**config.mk**
```make
export PLATFORM = sky130hd
export DESIGN_NAME = key_debouncer
export DESIGN_NICKNAME = d
export VERILOG_FILES = /design/src/rtl/key_pkg.sv /design/src/rtl/key_debounce_ch.sv /design/src/rtl/key_debouncer.sv
export SDC_FILE = /design/constraint.sdc
export NUM_CORES = 1
export LEC_CHECK = 0
export BUFFER_PORTS_ARGS = -buffer_cell sky130_fd_sc_hd__buf_4
export CORE_ASPECT_RATIO = 0.9
export CORE_UTILIZATION = 55
export CTS_CLUSTER_DIAMETER = 30
export DETAILED_ROUTE_END_ITERATION = 7
export PLACE_DENSITY = 0.72
export SYNTH_ARGS = -nofsm -noshare
export SYNTH_HDL_FRONTEND = slang
export SYNTH_HIERARCHICAL = 1
export SYNTH_SLANG_ARGS = --single-unit
```
**constraint.sdc**
```tcl
create_clock -name clk -period 1.81 [get_ports clk]
set_input_delay 0.181 -clock clk [delete_from_list [all_inputs] [get_ports clk]]
set_output_delay 0.181 -clock clk [all_outputs]
set_load 0.1 [all_outputs]
```
**src/rtl/key_pkg.sv**
```systemverilog
// Shared defaults and level encoding for the push-button debouncer.
package key_pkg;

    localparam int unsigned DEF_NUM_KEYS = 4;
    // 50 MHz clock x 20 ms stable window = 1_000_000 cycles.
    localparam int unsigned DEF_DEBOUNCE_CYCLES = 1_000_000;
    localparam int unsigned DEF_CNT_W = 24;

    localparam logic KEY_RELEASED = 1'b0;
    localparam logic KEY_HELD     = 1'b1;

endpackage

```
**src/rtl/key_debounce_ch.sv**
```systemverilog
// One key channel: two-flop synchroniser, stable-time counter, level and edge pulses.
module key_debounce_ch
    import key_pkg::*;
#(
    parameter int unsigned DEBOUNCE_CYCLES = DEF_DEBOUNCE_CYCLES,
    parameter int unsigned CNT_W           = DEF_CNT_W
) (
    input  logic clk,
    input  logic rst,
    input  logic key_n,
    output logic key_level,
    output logic key_press,
    output logic key_release
);

    localparam logic [CNT_W-1:0] CNT_LAST = CNT_W'(DEBOUNCE_CYCLES - 1);

    logic             s1_q, s2_q;
    logic [CNT_W-1:0] cnt_q;
    logic             level_q, press_q, release_q;
    logic             samp;

    assign samp = ~s2_q;

    always_ff @(posedge clk or posedge rst) begin
        if (rst) begin
            s1_q      <= 1'b1;
            s2_q      <= 1'b1;
            cnt_q     <= '0;
            level_q   <= KEY_RELEASED;
            press_q   <= 1'b0;
            release_q <= 1'b0;
        end else begin
            s1_q      <= key_n;
            s2_q      <= s1_q;
            press_q   <= 1'b0;
            release_q <= 1'b0;
            if (samp == level_q) begin
                cnt_q <= '0;
            end else if (cnt_q >= CNT_LAST) begin
                // Stable long enough: accept the new level and emit its pulse.
                level_q   <= samp;
                cnt_q     <= '0;
                press_q   <= (samp == KEY_HELD);
                release_q <= (samp == KEY_RELEASED);
            end else begin
                cnt_q <= cnt_q + CNT_W'(1);
            end
        end
    end

    assign key_level   = level_q;
    assign key_press   = press_q;
    assign key_release = release_q;

endmodule

```
**src/rtl/key_debouncer.sv**
```systemverilog
// Debounces NUM_KEYS active-low push-buttons into clean levels and press/release pulses.
module key_debouncer
    import key_pkg::*;
#(
    parameter int unsigned NUM_KEYS        = DEF_NUM_KEYS,
    parameter int unsigned DEBOUNCE_CYCLES = DEF_DEBOUNCE_CYCLES,
    parameter int unsigned CNT_W           = DEF_CNT_W
) (
    input  logic                clk,
    input  logic                rst,
    input  logic [NUM_KEYS-1:0] key_n,
    output logic [NUM_KEYS-1:0] key_level,
    output logic [NUM_KEYS-1:0] key_press,
    output logic [NUM_KEYS-1:0] key_release,
    output logic                any_press
);

    for (genvar i = 0; i < NUM_KEYS; i++) begin : g_ch
        key_debounce_ch #(
            .DEBOUNCE_CYCLES (DEBOUNCE_CYCLES),
            .CNT_W           (CNT_W)
        ) u_ch (
            .clk         (clk),
            .rst         (rst),
            .key_n       (key_n[i]),
            .key_level   (key_level[i]),
            .key_press   (key_press[i]),
            .key_release (key_release[i])
        );
    end

    // OR of registered pulses only, so no path from key_n reaches this output.
    assign any_press = |key_press;

endmodule
```
==> results of run 1 <==
==> Yosys cell counts (8+ instances only) <==
library cell	instances
xnor2_1	20
nor3_2	52
inv_1	16
a211oi_2	28
and4_4	12
o21ai_0	20
nand4_1	32
nor2_1	12
nor3b_2	8
xor2_1	28
and2_1	12
dfrtp_1	108
or3_1	16
nor4_1	12
nand2_1	16
clkbuf_1	8
buf_6	8
nand3_1	20
dfstp_2	8
==> metal layers <==
layer	share of wire	global-route usage
met4	0.0059	0.0687
met5	0	0
met2	0.50	0.390
met3	0.033	0.0604
met1	0.46	0.310
==> power breakdown <==
group / switching [mW] / leakage (nW) / internal [mW]
registers: 0.0327 / 1.53 / 2.65
clock network: 1.13 / 0.283 / 2.12
logic: 0.351 / 0.971 / 0.101
==> metrics by stage <==
step	util	power, mW	cells	worst slack [ps]	instance area, um2
CTS	0.692	6.44	726	12.1	7210
finish	0.700	6.39	728	61.4	7290
global route	0.700	6.59	728	2.04	7290
floorplan	-	3.05	521	63.7	6070
detailed placement	0.631	3.17	689	32.5	6580
global placement	0.631	3.16	689	51.0	6580
==> cell type report <==
cell class / count / area share
Clock buffer: 23 / 0.0655
Clock inverter: 9 / 0.0142
Sequential cell: 116 / 0.400
Timing Repair Buffer: 66 / 0.0745
Tap cell: 129 / 0.0221
Inverter: 16 / 0.00823
Multi-Input combinational cell: 369 / 0.415
==> sequential cells by signal, indices dropped and copies added, names as in the netlist <==
signal and flops:
g_ch.u_ch/cnt_q 96, g_ch.u_ch/key_level 4, g_ch.u_ch/key_press 4, g_ch.u_ch/key_release 4, g_ch.u_ch/s1_q 4, g_ch.u_ch/s2_q 4
==> critical path, delay by kind of cell (launching register included) <==
family / cells / cell delay (ps)
and+or+nand+nor: 2 / 430
DFF: 1 / 390
AOI/OAI and AO/OA: 2 / 370
buffers and inverters: 1 / 190
adders and majority gates: 1 / 230
==> cell families after synthesis <==
family | after synthesis
AOI/OAI and AO/OA | 68
DFF | 116
other | 4
and+or+nand+nor | 229
adders and majority gates | 4
xor gates and xnor gates | 48
muxes | 4
buffers and inverters | 36
==> what timing repair did <==
item / 4_1_cts / 5_1_grt
resized for setup: 0 / 14
endpoints found under the setup margin: 0 / 64
hold endpoints to repair: 112 / 0
hold buffers: 5 / 0
setup buffers: 0 / 2
==> worst max-delay path by stage <==
| stage | from | endpoint | slack (ps) | depth (start not counted) |
|---|---|---|---|---|
| after detailed placement | g_ch[0].u_ch/cnt_q[13]$_DFF_PP0_ | g_ch[0].u_ch/cnt_q[19]$_DFF_PP0_ | 30 | 5 |
| after floorplan | g_ch[1].u_ch/key_press$_DFF_PP0_ | any_press | 60 | 1 |
| after CTS | g_ch[1].u_ch/key_press$_DFF_PP0_ | any_press | 10 | 2 |
| after global placement | g_ch[2].u_ch/cnt_q[12]$_DFF_PP0_ | g_ch[2].u_ch/cnt_q[10]$_DFF_PP0_ | 50 | 5 |
| after global routing | g_ch[3].u_ch/cnt_q[0]$_DFF_PP0_ | g_ch[3].u_ch/key_release$_DFF_PP0_ | 2 | 6 |
| final | g_ch[0].u_ch/cnt_q[0]$_DFF_PP0_ | g_ch[0].u_ch/key_release$_DFF_PP0_ | 60 | 6 |
==> run metrics, run 1 <==
Final Skew 10.9 ps; Worst R2R End g_ch[0].u_ch/key_release$_DFF_PP0_; Remaining DRCs 1; initial antenna violation count 0; crit-path cells ha_1 -> and4_4 -> a211oi_2 -> o211ai_2 -> buf_12 -> and3_1; Avg Cell Area, Syn 11.8 um2; Net count, final around 600; Slew HR 0.665; WS Path Type reg2reg; Hold Path Origin g_ch[3].u_ch/s1_q$_DFF_PP1_; drt wl/cell 16.9 um; Power Density 876 mW/mm2; Clock Sinks 116; core box area 0.0104 mm2; Netlist Area Pre-Place 0.00602 mm2; largest family of logic cells by synthesized area simple AND/OR/NAND/NOR gates; Die X 112 um; crit path time final 1750 ps; worst hold margin around 350 ps; commonest non-fill, non-tap cells in the layout dfrtp_1, nor3_2, buf_4; post-synthesis cell count a little over 500; Post-DP HPWL 8070 um; Rows 35; DR vias/cell 5.88; fill cell count 770; hold path cells 0; Crit path arrival time 2020 ps; Clock Latency Late Sink 400 ps; Async SR Flop Fraction 1.00; Synth Flop Type dfrtp_1; slowest CP cell dfrtp_1; CTS Root Buffer Type clkbuf_16; critical-path maximum fanout 11; startpoint types flip-flop; DR iter-0 viols between 200 and 250; RSZ-0062 raised after global routing no; CTS Buf Count 17; worst hold path type reg2reg; H-tree depth 4; port buffer count 18; area leader, netlist dfrtp_1; layout cells sized above 1 0.391; Slew Limit Fails 0; final period utilization 0.966; number of distinct library cells after synthesis 38; ANT cells 0; TritonCTS clock tree built; FMAX 572 MHz; number of global-route vias before repair 4218; XOR/XNOR Fraction of Synth Area 0.0699; Worst Reg-to-Reg Cells 6; register area share after synthesis 0.484; violations in the final reports design-rule violations; final setup fails 0; Worst R2R Start g_ch[0].u_ch/cnt_q[0]$_DFF_PP0_; pin count of the biggest net entering global routing 30; commonest non-fill, non-tap cell in the layout dfrtp_1; yosys warns 6; routed wire length 12300 um; Syn-to-layout area delta 21.2%; maxcap violations 0; hold worst-path end g_ch[3].u_ch/s2_q$_DFF_PP1_; adder-cell share of the synthesized area 0.00832; Storage cell area about 0.0029 mm2; via count between 4000 and 5000; Synth area leaders dfrtp_1, nor3_2, a211oi_2; Final ANT Viol Nets 0; GRT Residual Overflow 0; Final GP Congestion approximately 0.79; post-route setup TNS 0 ps; EDFF count, synth 0; Slew @ Worst Pin 498 ps; Multi-input gate area 0.00303 mm2; WP data required 2080 ps; outcome finished with violations; max incr delay on CP 390 ps; Die ar. 0.0114 mm2; Leak 2.79 nW; clk buf depth 2; Initial Utilization 0.577; synthesized flop and latch total 116; post-synthesis mux area share 0.00665; Yosys top cell area share 0.449; io pins 19; Peak VDD IR slightly above 0.6 mV; final hold violation count 0; R2R setup slack 60 ps; first-pass GRT wire length 20800 um; Synth Area in Compound Gates 0.105; Critical Path Sink Type flip-flop; Synth Area in Simple Gates 0.291; Clock transition at path regs 50 ps; GRT Util Overall 0.235; DRT Pass-1 Iters 6; chip height around 100 um
(Power assumes the default switching activity.)
==> inputs of run 2 (changes only) <==
Settings changed: ABC_AREA set to 1.
==> run metrics, run 2 <==
max incr delay on CP 400 ps; crit-path cells ha_1 -> nand3_2 -> o21ai_1 -> nand3_1 -> nand4_2 -> buf_12 -> nor2_1; fin area 0.00700 mm2; synthesized flop and latch total between 100 and 150; fill cell count 849; io pins 19; adder-cell share of the synthesized area 0.00839; slowest CP cell dfrtp_1; RSZ-0062 raised after global routing no; Clock transition at path regs around 50 ps; placed insts just under 900; DR iter-0 viols 352; post-route setup TNS 0 ps; number of distinct library cells after synthesis 26; Initial Utilization 0.574; crit path time final 1660 ps; Post-DP HPWL 7770 um; yosys warns 6; R2R setup slack 150 ps; Final ANT Viol Nets 0; H-tree depth 4; Cell Area, Placed 0.00631 mm2; final worst slack 151 ps; Remaining DRCs 1; Final Skew 6.46 ps; layout cells sized above 1 0.190; Post-Layout Cell Count 903; area leader, netlist dfrtp_1; via count roughly 4600; Clock Latency Late Sink 410 ps; XOR/XNOR Fraction of Synth Area 0.0705; post-synthesis cell count 711; Power Density between 900 and 1000 mW/mm2; Synth Area in Simple Gates 0.350; Resize count post-CTS 0; FMAX 603 MHz; Multi-input gate area about 0.0027 mm2; WP data required 2150 ps; synth cell count leaders nand2_1, nor2_1, dfrtp_1, inv_1, nor2_2; startpoint types flip-flop; commonest non-fill, non-tap cells in the layout nand2_1, nor2_1, dfrtp_1; GRT Residual Overflow 0; Synth area leaders dfrtp_1, nand2_1, nor2_1; drt wl/cell roughly 12 um; Synth Flop Type dfrtp_1; initial antenna violation count 0; Yosys top cell area share 0.453; Leak 3.18 nW; maxcap violations 0; core box area 0.0104 mm2; final period utilization 0.917; Syn-to-layout area delta 17.4%; Peak VDD IR 0.592 mV; routed wire length around 11000 um; Slew Limit Fails 0; chip height 101 um; Largest register FFs 96; number of global-route vias before repair about 4600; final hold violation count 0; Power Total ~6.6 mW; Async SR Flop Fraction 1.00; Crit path arrival time about 2000 ps; largest family of logic cells by synthesized area simple AND/OR/NAND/NOR gates; first-pass GRT wire length 19900 um; GRT Util Overall 0.226; Net count, final between 700 and 800; Rows 35; CTS Buf Count 17; port buffer count 18; Netlist Area Pre-Place 0.00596 mm2; DR vias/cell 5.08; worst hold margin 355 ps; worst hold path type reg2reg; TritonCTS clock tree built; family with the most delay on the worst path simple AND/OR/NAND/NOR gates; commonest non-fill, non-tap cell in the layout nand2_1; DRT Pass-1 Iters 7; outcome finished with violations; Clock Sinks 116; CTS Root Buffer Type clkbuf_16; Post-Place Worst Slack 162 ps; Synth Area in Compound Gates 0.0134; critical-path maximum fanout 13; clk buf depth 2; Die ar. between 0.01 and 0.015 mm2; final setup fails 0; Storage cell area 0.00291 mm2; Die X 112 um; Layout Utilization 0.675; Final GP Congestion 0.894; EDFF count, synth 0; ANT cells 0; most common cell in the netlist nand2_1; post-synthesis mux area share 0; register area share after synthesis 0.489; violations in the final reports design-rule violations; Critical Path Sink Type flip-flop; Buf+Inv Stages, Crit Path 1; Reg with most FFs g_ch.u_ch/cnt_q; pin count of the biggest net entering global routing 30; Avg Cell Area, Syn about 8.4 um2; WS Path Type reg2reg
-- run 2: cell types whose count changed in the layout (fill, tap and decap cells not counted), sizes merged, moves of 16 or more --
| cell | previous run | this run |
|---|---|---|
| nor2 | 12 | 170 |
| nand3 | 24 | 40 |
| nand4 | 36 | 20 |
| nor3 | 56 | 12 |
| buf | 61 | 26 |
| a211oi | 28 | 0 |
| nand2 | 16 | 181 |
| and4 | 16 | 0 |
| inv | 16 | 76 |
| or3 | 16 | 0 |
-- run 2: path summary, 6_finish.rpt --
kind,start,endpoint,cells past startpoint
max,g_ch[3].u_ch/cnt_q[0]$_DFF_PP0_,g_ch[3].u_ch/cnt_q[19]$_DFF_PP0_,7
min reg2reg,g_ch[1].u_ch/s1_q$_DFF_PP1_,g_ch[1].u_ch/s2_q$_DFF_PP1_,0
max reg2reg,g_ch[3].u_ch/cnt_q[0]$_DFF_PP0_,g_ch[3].u_ch/cnt_q[19]$_DFF_PP0_,7
min in group asynchronous,rst,g_ch[2].u_ch/cnt_q[12]$_DFF_PP0_,4
min,g_ch[1].u_ch/s1_q$_DFF_PP1_,g_ch[1].u_ch/s2_q$_DFF_PP1_,0
max in group asynchronous,rst,g_ch[1].u_ch/s2_q$_DFF_PP1_,4
-- run 2: kinds of logic (layout without fill, tap and decap cells) --
family,Yosys count,in the layout
adders and majority gates,4,4
and+or+nand+nor,435,435
AOI/OAI and AO/OA,16,16
DFF,116,116
xor gates and xnor gates,48,48
buffers and inverters,88,139
other,4,16
-- run 2: routing by layer --
| metal | global-route usage | vias to the layer above | routed length, um |
|---|---|---|---|
| met5 | 0 | - | 0 |
| met4 | 0.0946 | 0 | 123 |
| met3 | 0.0541 | 14 | 392 |
| met2 | 0.379 | 82 | 5620 |
| met1 | 0.283 | 2215 | 5130 |
| li1 | - | 2272 | - |
-- run 2: cell type report --
| type | instances | area share |
|---|---|---|
| sequential | 116 | 0.416 |
| clock buffer | 20 | 0.0667 |
| inverter | 76 | 0.0408 |
| clock inverter | 12 | 0.0254 |
| tap | 129 | 0.0231 |
| timing repair buffer | 31 | 0.0422 |
| multi-input combinational | 519 | 0.386 |
-- run 2: what timing repair did --
action	4_1_cts	5_1_grt
hold endpoints to repair	112	0
hold buffers	5	0
setup buffers	0	0
-- run 2: power by group --
part	switching (mW)	internal, mW
Combinational	0.257	0.0737
Clock	1.18	2.41
Sequential	0.0264	2.65
Total	1.46	5.13
==> inputs of run 3 (changes only) <==
Settings changed: ABC_AREA 1 to unset, CTS_BUF_LIST set to sky130_fd_sc_hd__clkbuf_16, PLACE_DENSITY 0.72 to 0.74.
==> run metrics, run 3 (same netlist as run 1, synthesis figures left out) <==
outcome complete, no violations; WS Path Type reg2out; via count around 4300; Die X 112 um; post-route setup TNS 0 ps; critical-path maximum fanout 2; number of global-route vias before repair 4327; Final GP Congestion 0.801; maxcap violations 0; Power Density 897 mW/mm2; placed insts 693; slowest CP cell or4_4; WP data required 1630 ps; Post-Layout Cell Count ~730; Final ANT Viol Nets 0; Remaining DRCs 0; Layout Utilization 0.710; crit path time final about 1800 ps; Cell Area, Placed 0.00662 mm2; Clock Sinks 116; Slew @ Worst Pin 607 ps; first-pass GRT wire length 20700 um; Die ar. 0.0114 mm2; DRT Pass-1 Iters 4; Clock transition at path regs 50 ps; GRT Residual Overflow 0; max incr delay on CP 550 ps; Worst Reg-to-Reg Cells 6; FMAX 569 MHz; TritonCTS clock tree built; final worst slack 52.2 ps; Rows 35; worst hold path type reg2reg; drt wl/cell 16.9 um; Crit path arrival time 1580 ps; Syn-to-layout area delta 23.0%; Reg with most FFs g_ch.u_ch/cnt_q; crit path capture any_press; Net count, final ~600; core box area 0.0104 mm2; Leak 2.91 nW; commonest non-fill, non-tap cells in the layout dfrtp_1, buf_4, nor3_2; final hold violation count 0; combinational share of power 0.069; CTS Buf Count 17; Critical Path Sink Type primary output; Psw about 1.6 mW; commonest non-fill, non-tap cell in the layout dfrtp_1; Worst R2R End g_ch[0].u_ch/cnt_q[9]$_DFF_PP0_; family with the most delay on the worst path simple AND/OR/NAND/NOR gates; CTS Root Buffer Type clkbuf_16; DR vias/cell roughly 5.8; Worst R2R Start g_ch[0].u_ch/cnt_q[1]$_DFF_PP0_; clk buf depth 2; initial antenna violation count 0; startpoint types flip-flop; R2R setup slack 60 ps; hold path cells 0; clock share of power 0.526; GRT Util Overall 0.238; Buf+Inv Stages, Crit Path 1; layout cells sized above 1 0.397; Power Total 6.64 mW; Post-DP HPWL between 8000 and 9000 um; Post-Place Worst Slack 10.5 ps; port buffer count 18; fill cell count about 760; Storage cell area 0.00292 mm2; Multi-input gate area 0.00306 mm2; Peak VDD IR 0.772 mV; H-tree depth 4; routed wire length 12400 um; Crit. path cell count 2; Initial Utilization 0.577; RSZ-0062 raised after global routing yes; fin area 0.00740 mm2; Slew HR 0.592; Final Skew roughly 5.5 ps; pin count of the biggest net entering global routing 30; Slew Limit Fails 0; Seq pwr share 0.405; Internal 5.04 mW; DR iter-0 viols roughly 110; io pins 19; ANT cells 0; final setup fails 0; chip height slightly above 100 um; CP Launch Point g_ch[1].u_ch/key_press$_DFF_PP0_; Largest register FFs between 90 and 100; final period utilization 0.971; switching share of power 0.240; crit-path cells or4_4 -> buf_6; Clock Latency Late Sink 410 ps; worst hold margin 351 ps
[run 3: cell count changes in the layout (fill, tap and decap cells not counted), sizes merged, moves of 16 or more]
cell    change
nand2     -165
a211oi     +28
or3        +16
nand4      +16
nand3      -16
and4       +16
nor3       +44
buf        +39
nor2      -158
inv        -58
[run 3: power by group through the flow]
stage	Combinational (mW)	Clock (mW)	Sequential (mW)
2_1_floorplan	0.205	0	2.84
3_5_place_dp	0.441	0	2.73
3_3_place_gp	0.436	0	2.73
5_1_grt	0.489	3.67	2.69
4_1_cts	0.455	3.56	2.69
6_report	0.458	3.49	2.69
[run 3: worst min-delay path by stage]
| stage | from | slack, ps | endpoint |
|---|---|---|---|
| after detailed placement | key_n[2] | 290 | g_ch[2].u_ch/s1_q$_DFF_PP1_ |
| after CTS | g_ch[0].u_ch/s1_q$_DFF_PP1_ | 350 | g_ch[0].u_ch/s2_q$_DFF_PP1_ |
| after global placement | key_n[3] | 290 | g_ch[3].u_ch/s1_q$_DFF_PP1_ |
| after global routing | g_ch[2].u_ch/s1_q$_DFF_PP1_ | 360 | g_ch[2].u_ch/s2_q$_DFF_PP1_ |
| final | g_ch[0].u_ch/s1_q$_DFF_PP1_ | 350 | g_ch[0].u_ch/s2_q$_DFF_PP1_ |
| after floorplan | key_n[0] | 190 | g_ch[0].u_ch/s1_q$_DFF_PP1_ |
[run 3: what timing repair did]
item | CTS | global route
hold endpoints to repair | 112 | 0
resized for setup | 2 | 14
setup endpoints to repair | 9 | 63
gates cloned | 0 | 1
setup buffers | 0 | 2
pin swaps | 1 | 3
hold buffers | 5 | 0
[run 3: cell type report]
type / instances / share of cell area
Multi-Input combinational cell: 369 / 0.413
Sequential cell: 116 / 0.394
Timing Repair Buffer: 71 / 0.0796
Clock buffer: 17 / 0.0575
Clock inverter: 15 / 0.0255
Tap cell: 129 / 0.0218
Inverter: 16 / 0.00811
[run 3: metal layers]
layer / part of all wire / track usage / vias to the layer above / wire, um
li1: - / - / 2059 / -
met1: 0.45 / 0.292 / 2162 / 5530
met2: 0.51 / 0.407 / 52 / 6370
met3: 0.027 / 0.0592 / 14 / 341
met4: 0.014 / 0.0995 / 0 / 174
met5: 0 / 0 / - / 0
